## config.mk

```make
export PLATFORM = sky130hd
export DESIGN_NAME = i2s_audio
export DESIGN_NICKNAME = d
export VERILOG_FILES = /design/src/rtl/i2s_audio.sv
export SDC_FILE = /design/constraint.sdc
export NUM_CORES = 1
export LEC_CHECK = 0
export CAP_MARGIN = 5
export CORE_UTILIZATION = 40
export DETAILED_ROUTE_END_ITERATION = 10
export PLACE_DENSITY_LB_ADDON = 0.1
export SYNTH_ARGS = -nofsm -noshare
export SYNTH_HDL_FRONTEND = slang
export SYNTH_SLANG_ARGS = --single-unit
```

## constraint.sdc

```tcl
create_clock -name clock -period 4.8 [get_ports clock]
set_input_delay 0.96 -clock clock [delete_from_list [all_inputs] [get_ports clock]]
set_output_delay 0.96 -clock clock [all_outputs]
set_load 0.005 [all_outputs]
```

## src/rtl/i2s_audio.sv

```systemverilog
`default_nettype none
// ============================================================================
//  Module   : i2s_audio
//  Purpose  : Audio back-end. Mixes the beeper bits (speaker, mic, ear) and
//             two PSG channel sets into 16-bit stereo PCM. Presents the PCM
//             as parallel words with a one-clock strobe, and serialises it as
//             standard I2S (MSB first, one SCLK of delay after LRCLK edge).
//  Revision : 1.0  initial release
// ----------------------------------------------------------------------------
//  Parameters
//    SCLK_DIV  clocks per SCLK period (4, 8 or 16); frame = 64*SCLK_DIV clocks
//    DW        PCM word width, fixed at 16
//  Ports
//    clock            system clock (clock28)
//    reset            asynchronous, active-low reset
//    speaker/mic/ear  beeper bits
//    a1,b1,c1         PSG #1 channel levels, unsigned 8-bit
//    a2,b2,c2         PSG #2 channel levels, unsigned 8-bit
//    mix              1 = ACB stereo, 0 = ABC stereo
//    left/right       last latched samples, two's complement
//    strobe           one-clock pulse when left/right update
//    mclk/sclk/lrclk  I2S clocks (lrclk 0 = left slot)
//    sdin             I2S serial data
//  Build option
//    AUDIO_LPF_EN     when defined, each channel passes a one-pole low-pass
//                     y <= y + ((x - y) >>> 2), updated at the latch edge
// ============================================================================
module i2s_audio #(
   parameter int SCLK_DIV = 8,
   parameter int DW       = 16
) (
   input  logic          clock,
   input  logic          reset,
   input  logic          speaker,
   input  logic          mic,
   input  logic          ear,
   input  logic [7:0]    a1,
   input  logic [7:0]    b1,
   input  logic [7:0]    c1,
   input  logic [7:0]    a2,
   input  logic [7:0]    b2,
   input  logic [7:0]    c2,
   input  logic          mix,
   output logic [DW-1:0] left,
   output logic [DW-1:0] right,
   output logic          strobe,
   output logic          mclk,
   output logic          sclk,
   output logic          lrclk,
   output logic          sdin
);

   localparam int SW = $clog2(SCLK_DIV);   // low counter bits: phase within one SCLK
   localparam int CW = SW + 6;             // 64 SCLK periods per frame

   logic [CW-1:0] cnt;
   logic [DW-1:0] tx_l;
   logic [DW-1:0] tx_r;

   logic [4:0]    pos;        // bit position within the current slot
   logic          slot;       // 0 = left, 1 = right
   logic          last;       // final clock of the frame: latch edge
   logic          bit_edge;   // SCLK phase wraps to zero

   assign pos      = cnt[SW+4:SW];
   assign slot     = cnt[CW-1];
   assign last     = &cnt;
   assign bit_edge = (cnt[SW-1:0] == '0);

   // The I2S clocks are taken straight from counter flops, so they stay glitch-free.
   assign mclk  = cnt[0];
   assign sclk  = cnt[SW-1];
   assign lrclk = slot;

   // ---------------------------------------------------------------- mixer
   // ACB puts C in the centre; ABC puts B in the centre.
   logic [9:0]    l1, r1, l2, r2, beep;
   logic [11:0]   sum_l, sum_r;
   logic [DW-1:0] pcm_l, pcm_r, new_l, new_r;

   assign l1 = {1'b0, a1, 1'b0} + {2'b00, (mix ? c1 : b1)};
   assign r1 = {1'b0, (mix ? b1 : c1), 1'b0} + {2'b00, (mix ? c1 : b1)};
   assign l2 = {1'b0, a2, 1'b0} + {2'b00, (mix ? c2 : b2)};
   assign r2 = {1'b0, (mix ? b2 : c2), 1'b0} + {2'b00, (mix ? c2 : b2)};

   assign beep = (speaker ? 10'd384 : 10'd0) + (ear ? 10'd128 : 10'd0)
               + (mic ? 10'd64 : 10'd0);

   // Worst case 765 + 765 + 576 = 2106, so 12 bits never overflow.
   assign sum_l = {2'b00, l1} + {2'b00, l2} + {2'b00, beep};
   assign sum_r = {2'b00, r1} + {2'b00, r2} + {2'b00, beep};

   // Offset binary to two's complement: silence maps to 16'h8000.
   assign pcm_l = {sum_l, 4'b0000} ^ 16'h8000;
   assign pcm_r = {sum_r, 4'b0000} ^ 16'h8000;

`ifdef AUDIO_LPF_EN
   // left/right double as the filter state y. The result always lies between
   // y and x, so dropping the 17th bit loses nothing.
   logic signed [16:0] diff_l, diff_r, step_l, step_r;

   assign diff_l = $signed({pcm_l[DW-1], pcm_l}) - $signed({left[DW-1], left});
   assign diff_r = $signed({pcm_r[DW-1], pcm_r}) - $signed({right[DW-1], right});
   assign step_l = diff_l >>> 2;
   assign step_r = diff_r >>> 2;
   assign new_l  = 16'($signed({left[DW-1], left}) + step_l);
   assign new_r  = 16'($signed({right[DW-1], right}) + step_r);
`else
   assign new_l = pcm_l;
   assign new_r = pcm_r;
`endif

   // ------------------------------------------------- counter, latch, serialiser
   always_ff @(posedge clock or negedge reset) begin
      if (!reset) begin
         cnt    <= '0;
         left   <= '0;
         right  <= '0;
         strobe <= 1'b0;
         tx_l   <= '0;
         tx_r   <= '0;
         sdin   <= 1'b0;
      end else begin
         cnt    <= cnt + CW'(1);
         strobe <= last;

         if (last) begin
            left  <= new_l;
            right <= new_r;
            tx_l  <= new_l;
            tx_r  <= new_r;
         end

         // Positions 1..16 carry the word MSB first; the shift register
         // empties by the end of the slot, so the tail of the slot is zero.
         if (bit_edge) begin
            if (pos >= 5'd1 && pos <= 5'd16) begin
               if (slot) begin
                  sdin <= tx_r[DW-1];
                  tx_r <= {tx_r[DW-2:0], 1'b0};
               end else begin
                  sdin <= tx_l[DW-1];
                  tx_l <= {tx_l[DW-2:0], 1'b0};
               end
            end else begin
               sdin <= 1'b0;
            end
         end
      end
   end

endmodule
`default_nettype wire
```

Word-level counts from Yosys, hierarchy flattened
Cells that the tools add are included.
{"block": "classes", "n_mux": 17, "n_bitwise": 2, "n_addsub": 11, "magnitude_cmp": 2, "n_reduce_logical": 3}
{"op": "2-to-1 mux 16 bit", "n": 8}
{"op": "adder 9 x 8 -> 10 bit", "n": 5}
{"op": "2-to-1 mux 8 bit", "n": 5}
{"op": "adder 11 x 10 -> 12 bit", "n": 2}
{"op": "adder 10 x 10 -> 11 bit", "n": 2}
{"op": "adder 10 x 7 -> 10 bit", "n": 1}
{"op": "adder 9 x 1 -> 9 bit, second input constant", "n": 1}
{"op": "2-to-1 mux 9 bit", "n": 1}
{"op": "AND reduction 9 bit", "n": 1}
{"op": "2-to-1 mux 7 bit", "n": 1}
{"op": "greater-or-equal comparator 5 x 1 -> 1 bit, second input constant", "n": 1}
{"op": "less-or-equal comparator 5 bit, second input constant", "n": 1}
{"op": "zero test 3 bit", "n": 1}
{"op": "2-to-1 mux 1 bit", "n": 2}
{"op": "NOT 1 bit", "n": 2}
{"op": "logical AND 1 bit", "n": 1}
{"block": "word_totals", "input_bits": 54, "elab_cells": 42, "register_bits": 67, "output_inout_bits": 37}

Longest topological paths before layout
Gate-level depths: netlist of the first run.
{"block": "logic_depth", "depth_word": 9, "depth_mapped": 18, "depth_no_buf": 16}

Worst setup path before layout of the first run
No wires, ideal clock.
{"block": "synth_timing", "path_type": "input to register", "from": "input port mix", "to": "register right[14]", "slack_ns": -0.127, "setup_ns": 0.134, "arrival_ns": 4.793, "n_path_buf": 2, "cell_stages": 16, "required_time_ns": 4.666, "path_cell_list": "clkbuf_1 clkbuf_1 mux2_2 ha_1 inv_1 fa_1 inv_1 fa_1 ha_1 fa_1 a211oi_1 nor3_1 a311oi_1 mux2i_1 a21oi_1 o21ai_0"}
{"block": "synth_via", "elab_chain_cells": 4, "elab_cells_between_ends": 8, "cone_classes": "add/sub: 4; mux: 4"}
{"element": "start, declared", "line_no": "43", "rtl": "input logic mix,"}
{"element": "2-to-1 mux 8 bit (on tied branches)", "line_no": "82, 84"}
{"element": "adder 9 x 8 -> 10 bit (on tied branches)", "line_no": "82, 84"}
{"element": "adder 10 x 10 -> 11 bit *", "line_no": "91", "rtl": "assign sum_r = {2'b00, r1} + {2'b00, r2} + {2'b00, beep};"}
{"element": "adder 11 x 10 -> 12 bit *", "line_no": "91"}
{"element": "end signal, assigned", "line_no": "129", "rtl": "right <= new_r;"}
{"element": "end, declared", "line_no": "45", "rtl": "output logic [DW-1:0] right,"}
Every way passes the cells marked *; elsewhere a longest branch is shown, timed or not.
A chain may end at the register's enable or synchronous reset.

Worst setup path in the final report of the first run
{"block": "layout_timing", "from": "input port b1[2]", "to": "register right[14]"}
{"block": "layout_via", "elab_chain_cells": 4, "elab_cells_between_ends": 5, "cone_classes": "add/sub: 3; mux: 2"}
{"element": "start, declared", "line_no": "38", "rtl": "input logic [7:0] b1,"}
{"element": "2-to-1 mux 8 bit", "line_no": "82", "rtl": "assign r1 = {1'b0, (mix ? b1 : c1), 1'b0} + {2'b00, (mix ? c1 : b1)};"}
{"element": "adder 9 x 8 -> 10 bit *", "line_no": "82"}
{"element": "adder 10 x 10 -> 11 bit *", "line_no": "91"}
{"element": "adder 11 x 10 -> 12 bit *", "line_no": "91"}
Marks and branches as above.

==> out/metrics.csv, run 1 <==
metric;value;unit
final hold violations;0;
Cell Int Power;0.001589;W
setup ws final;0.2961;ns
Area growth syn-to-layout;30.40;%
maximum vdd drop;0.2572;mV
CP top delay family;adder cells;
via count of the first global-routing pass;3977;
Crit-path slowest cell;fa_1;
fin crit period;4.504;ns
worst slew pin tran;0.7233;ns
die area;13240;µm²
worst slack, placed;-0.4363;ns
Worst Path Required;4.99;ns
worst-case reg-to-reg path depth;9;
total wire length;10.83;mm
Post-route DRC;0;
total gr overflow;0;
DR WL/cell;13.59;µm
Synth Instances;512;
Finished Core Util;0.5459;
share of power burned in registers;0.233;
Yosys Warn Count;0;
Main synth FF type;dfrtp_1;
routed via count;3828;
setup violators final;0;
top cell type's share of synthesized area;0.3231;
# IOs;91;
final instance area;6666;µm²
CTS tree;yes;
R2R setup slack;1.67;ns
top cell type by total area after synthesis;dfrtp_1;
unique cell type count in the Yosys netlist;44;
crit path DAT;4.70;ns
antenna viol nets, final;0;
mean post-synth cell area;9.985;µm²
status;complete, no violations;
P_leak;3.211;nW
Rows;40;
Core ar.;12210;µm²
CP Launch Type;primary input;
Hold Path End;tx_l[14];
Critical Path Sink Type;flip-flop;
initial core utilization;0.4186;
switching share of power;0.3470;
asr flop ratio synth;1.000;
DR iter-0 viols;118;
Worst-path clk slew;0.06;ns
skew final;0.007784;ns
# port buffers;82;
clk root buf;clkbuf_16;
post-synthesis sequential area ratio;0.3231;
Slew Limit Fails;0;
GPL Wtd Cong;0.8166;
HPWL after DPL;8.559;mm
CTS max path bufs;2;
Setup CP Type;primary input to flip-flop;
fmax;222.0;MHz
clk sinks;66;
First-pass DRT Iterations;4;
RSZ-0062 raised after global routing;false;
post-DR vias/cell;4.803;
Final period util;0.9383;
worst-skew pair later-pin latency;0.33;ns
CTS Buf Count;9;
delay of the slowest critical-path stage;0.52;ns
commonest non-fill, non-tap cell in the layout;clkdlybuf4s50_1;
Worst Hold Class;flip-flop to flip-flop;
Logic pwr share;0.472;
PD cells;365.0;nW/µm²
Final nets;759;
Post-Place Cell Area;6301;µm²
diode count;0;
Pwr Total;0.002433;W
Clock power frac;0.295;
Hold Slack;0.4855;ns
Max Cap Violations;0;
CP Cell Sequence;clkdlybuf4s50_1, mux2_2, ha_1, inv_1, fa_1, inv_1, fa_1, ha_1, fa_1, a211oi_2, nor3_1, a311oi_1, mux2i_1, a21oi_1, o21ai_0;
initial antenna violation count;0;
die width;115.1;µm
first-pass GRT wire length;18.69;mm
largest net degree at the start of global routing;37;
top cells by area, synth;dfrtp_1 32%, fa_1 13%, ha_1 12%;
Hold Path Origin;tx_l[13];
WP buf/inv;3;
Crit Reg-Reg Endpoint;tx_l[15];
Crit path top cell by count;fa_1;
worst r2r src;cnt[0];
Setup crit start;b1[2];
Post-CTS Setup Bufs;0;
hold path depth;2;
Crit Path Max Fanout;2;
Die Ht;115.1;µm
CTS HTree Levels;3;
layout cell share with drive strength beyond 1;0.1590;
Slew HR;0.5173;
Synth Cell Area;5112;µm²
Synth Register Bits;66;
EDFF count, synth;0;
total track usage;0.1794;
most frequent cells in the layout;80 x clkdlybuf4s50_1, 79 x inv_1, 66 x dfrtp_1, 45 x ha_1, 38 x buf_4;
P_sw;0.0008441;W
## worst register-to-register path: stages (launching register included)
cell	delay, ns
dfrtp_1	0.39
ha_1	0.20
nand3_1	0.14
nor2_1	0.19
and3_1	0.20
ha_2	0.50
inv_1	0.49
or4_1	0.62
a21o_1	0.19
a31oi_1	0.16
## metal layers
metal / share of wire / vias to the layer above / global-route usage / routed length, µm
met2: 0.44 / 88 / 0.2803 / 4742
met5: 0 / - / 0 / 0
met1: 0.51 / 1819 / 0.2540 / 5496
met4: 0.013 / 0 / 0.05455 / 138
met3: 0.042 / 15 / 0.03268 / 454
li1: - / 1906 / - / -
## cells in the mapped netlist (8+ instances only)
library cell  instances
a21o_1                8
inv_1                79
fa_1                 34
dfrtp_1              66
xor2_1                8
buf_4                12
mux2_2               33
o21ai_0              24
mux2i_1              21
nand3_1               9
a21oi_1              36
nor2_1               26
ha_1                 47
nand2_1              29
xnor2_1               8
clkbuf_1              8
## power by group through the flow
| stage | Combinational (W) | Clock, W | Sequential [W] |
|---|---|---|---|
| 2_1_floorplan | 0.000684 | 0 | 0.000576 |
| 3_3_place_gp | 0.00110 | 0 | 0.000576 |
| 3_5_place_dp | 0.00111 | 0 | 0.000576 |
| 4_1_cts | 0.00114 | 0.000730 | 0.000566 |
| 5_1_grt | 0.00131 | 0.000749 | 0.000567 |
| 6_report | 0.00115 | 0.000718 | 0.000566 |
## registers in the layout, indices dropped and copies added, names as in the netlist, named ones only
| signal | cells |
|---|---|
| tx_l | 16 |
| sdin | 1 |
| left | 11 |
| strobe | 1 |
| right | 12 |
| cnt | 9 |
| tx_r | 12 |
## what timing repair did
item | in CTS | in global routing
pin swaps | 1 | 1
resized for setup | 5 | 4
setup endpoints to repair | 11 | 19
hold buffers | 0 | 0
## worst max path at each step
| stage | to | slack [ns] | depth (start not counted) |
|---|---|---|---|
| 2_1_floorplan | right[14] | 0.005 | 16 |
| 3_3_place_gp | right[14] | -0.40 | 15 |
| 3_5_place_dp | tx_r[14] | -0.44 | 15 |
| 4_1_cts | right[14] | 0.01 | 16 |
| 5_1_grt | tx_l[14] | 0.06 | 16 |
| 6_report | right[14] | 0.30 | 15 |
## area by class of cell
cell class,count,area (µm²)
clock buffer,9,225.2
clock inverter,7,100.1
fill,1152,5545
inverter,79,296.5
multi-input combinational,347,3068
sequential,66,1652
tap,168,210.2
timing repair buffer,121,1115
## cells by family (layout without fill, tap and decap cells)
| logic type | count (synthesis) | in the layout | share of synthesized area |
|---|---|---|---|
| simple gates | 95 | 95 | 0.08982 |
| fa+ha+maj | 81 | 81 | 0.2482 |
| other cells | 1 | 8 | 0.0007335 |
| mux | 54 | 54 | 0.1138 |
| xor+xnor | 16 | 16 | 0.02741 |
| flops | 66 | 66 | 0.3231 |
| buf+inv | 106 | 216 | 0.08909 |
| compound gates | 93 | 93 | 0.1079 |
## stage by stage
stage	setup TNS, ns	std cells
detailed placement	-6.006	781
finish	0	797
global route	0	797
CTS	0	797
floorplan	0	519
global placement	-5.254	781
(Power assumes the default switching activity.)
==> run 2: changes to the inputs <==
--- a/config.mk
+++ b/config.mk
@@ -10,4 +10,5 @@
 export DETAILED_ROUTE_END_ITERATION = 10
 export PLACE_DENSITY_LB_ADDON = 0.1
+export SLEW_MARGIN = 20
 export SYNTH_ARGS = -nofsm -noshare
 export SYNTH_HDL_FRONTEND = slang
==> constraint.sdc (replaced) <==
create_clock -name clock -period 4.8 [get_ports clock]
set_input_delay 0.72 -clock clock [delete_from_list [all_inputs] [get_ports clock]]
set_output_delay 0.72 -clock clock [all_outputs]
set_load 0.005 [all_outputs]
==> run 2 against run 1 <==
Against the previous run:
- sequential cell count is the same
- wire length shrank 0.38%
- clock skew grew 0.0027 ns
- worst hold slack worse by 0.0070 ns
- die area did not move
- critical path type unchanged
- largest power group unchanged
==> out/metrics.csv, run 2 (same netlist as run 1, synthesis figures left out) <==
metric;value;unit;change
crit path DAT;4.85;ns;+0.15 ns
Core ar.;12210;µm²;unchanged
largest net degree at the start of global routing;67;;+81%
hold_buf cts;0;;unchanged
CTS tree;yes;;
skew final;0.01046;ns;+0.002674 ns
clk root buf;clkbuf_16;;
Logic pwr share;0.447;;-0.025
total wire length;10.79;mm;-0.38%
Cell Int Power;0.001604;W;+0.93%
final hold violations;0;;unchanged
# port buffers;82;;unchanged
worst slew pin tran;0.8167;ns;+0.09348 ns
Max Cap Violations;0;;unchanged
first-pass GRT wire length;18.66;mm;-0.19%
Pwr Total;0.002415;W;-0.75%
die area;13240;µm²;unchanged
P_sw;0.0008112;W;-3.9%
Critical Path Sink Type;flip-flop;;
Finished Core Util;0.5401;;-0.005841
commonest non-fill, non-tap cell in the layout;clkdlybuf4s50_1;;
DR iter-0 viols;163;;+38%
antenna viol nets, final;0;;unchanged
TNS Setup;0;ns;unchanged
via count of the first global-routing pass;3906;;-1.8%
P_leak;3.163;nW;-1.5%
worst-skew pair later-pin latency;0.33;ns;about the same
CP top delay family;adder cells;;
most frequent cells in the layout;81 x clkdlybuf4s50_1, 79 x inv_1, 66 x dfrtp_1, 46 x ha_1, 35 x a21oi_1;;
total gr overflow;0;;unchanged
setup violators final;0;;unchanged
Final nets;749;;-1.3%
total track usage;0.1800;;+0.0005525
max FFs per register;16;;unchanged
# IOs;91;;unchanged
Post-route DRC;0;;unchanged
CP Cell Sequence;clkdlybuf4s50_1, buf_4, mux2_2, ha_1, xor2_1, ha_1, a21oi_1, fa_1, inv_1, ha_1, inv_1, fa_1, nand2b_1, buf_4, nand2b_1, a211oi_1, or3_1, a31oi_1;;
share of power burned in registers;0.235;;+0.002
Setup CP Type;primary input to flip-flop;;
clk sinks;66;;unchanged
layout cell share with drive strength beyond 1;0.1405;;-0.01843
most flop-heavy register;tx_l;;
Slew HR;0.4555;;-0.06179
Hold Slack;0.4785;ns;-0.007010 ns
initial antenna violation count;0;;unchanged
CP Launch Type;primary input;;
fin crit period;4.603;ns;+0.09910 ns
CTS HTree Levels;3;;unchanged
status;complete, no violations;;
Slew Limit Fails;0;;unchanged
Post-CTS Setup Bufs;0;;unchanged
Rows;40;;unchanged
WP buf/inv;5;;+2
CTS Buf Count;9;;unchanged
die width;115.1;µm;unchanged
delay of the slowest critical-path stage;0.56;ns;+0.04 ns
Crit-path slowest cell;clkdlybuf4s50_1;;
maximum vdd drop;0.2458;mV;-4.4%
Final period util;0.9590;;+0.02065
DP Cell Count;771;;-1.3%
Crit path top cell by count;ha_1;;
Area growth syn-to-layout;29.00;%;
HPWL after DPL;8.471;mm;-1.0%
post-DR vias/cell;4.801;;about the same
Crit Path Max Fanout;7;;+5
fmax;217.2;MHz;-2.2%
PD cells;366.1;nW/µm²;+0.32%
top flop regs;tx_l x16, right x12, tx_r x12;;
Die Ht;115.1;µm;unchanged
switching share of power;0.3359;;-0.01104
routed via count;3778;;-1.3%
diode count;0;;unchanged
Clock power frac;0.319;;+0.024
RSZ-0062 raised after global routing;false;;
CTS max path bufs;2;;unchanged
Layout Cells excl Fill;787;;-1.3%
Worst Hold Class;flip-flop to flip-flop;;
Worst Path Required;5.04;ns;+0.05 ns
First-pass DRT Iterations;4;;unchanged
Worst-path clk slew;0.05;ns;about the same
DR WL/cell;13.71;µm;+0.89%
GPL Wtd Cong;0.8073;;-1.1%
initial core utilization;0.4186;;unchanged
[run 2: cell types whose count changed in the layout (fill, tap and decap cells not counted), sizes merged]
cell,previous run,this run
dlymetal6s2s,1,0
bufinv,2,3
clkbuf,9,10
inv,82,80
clkdlybuf4s50,80,81
buf,40,30
[run 2: worst register-to-register path: cells and delay by family, from the launching register on]
family	cells	cell delay, ns
AND/OR/NAND/NOR	4	1.13
adder cells (fa/ha/maj)	2	0.65
flip-flops	1	0.39
buffers and inverters	1	0.46
AO/OA/AOI/OAI	2	0.34
[run 2: through the flow]
step	cell area, µm²	setup slack [ns]
after floorplan	5139	0.1135
after global placement	6226	-0.1495
after detailed placement	6226	-0.1973
after CTS	6578	0.1029
after global routing	6595	0.01389
final	6595	0.1970
[run 2: power by group through the flow]
stage	combinational, W	sequential (W)	clock (W)
finish	0.00108	0.000567	0.000770
global route	0.00123	0.000567	0.000810
CTS	0.00107	0.000567	0.000785
detailed placement	0.00106	0.000576	0
global placement	0.00106	0.000576	0
floorplan	0.000683	0.000576	0
[run 2: area by class of cell]
cell class	instances	area (µm²)
Sequential cell	66	1652
Clock inverter	6	112.6
Timing Repair Buffer	111	1037
Clock buffer	10	239.0
Inverter	79	296.5
Tap cell	168	210.2
Multi-Input combinational cell	347	3048
Fill cell	1149	5617
[run 2: path summary, 6_finish.rpt]
kind | endpoint | depth (start not counted) | from | slack [ns]
setup reg to reg | tx_l[15] | 9 | cnt[0] | 1.76
hold reg to reg | tx_l[1] | 2 | tx_l[0] | 0.48
max in group asynchronous | tx_r[12] | 2 | reset | 3.69
min in group asynchronous | cnt[0] | 2 | reset | 0.58
hold / removal | tx_l[1] | 2 | tx_l[0] | 0.48
setup / recovery | tx_l[10] | 18 | mix | 0.20
[run 2: timing repair]
action                                 in CTS  in global routing
endpoints found under the hold margin       0                  0
gates resized for setup                     0                  6
setup endpoints to repair                   0                 10
[run 2: per-layer routing]
layer / track usage / share of wire / vias to the layer above
met5: 0 / 0 / -
met4: 0.04935 / 0.010 / 0
met3: 0.03426 / 0.043 / 7
met2: 0.2851 / 0.45 / 67
met1: 0.2523 / 0.50 / 1815
li1: - / - / 1889
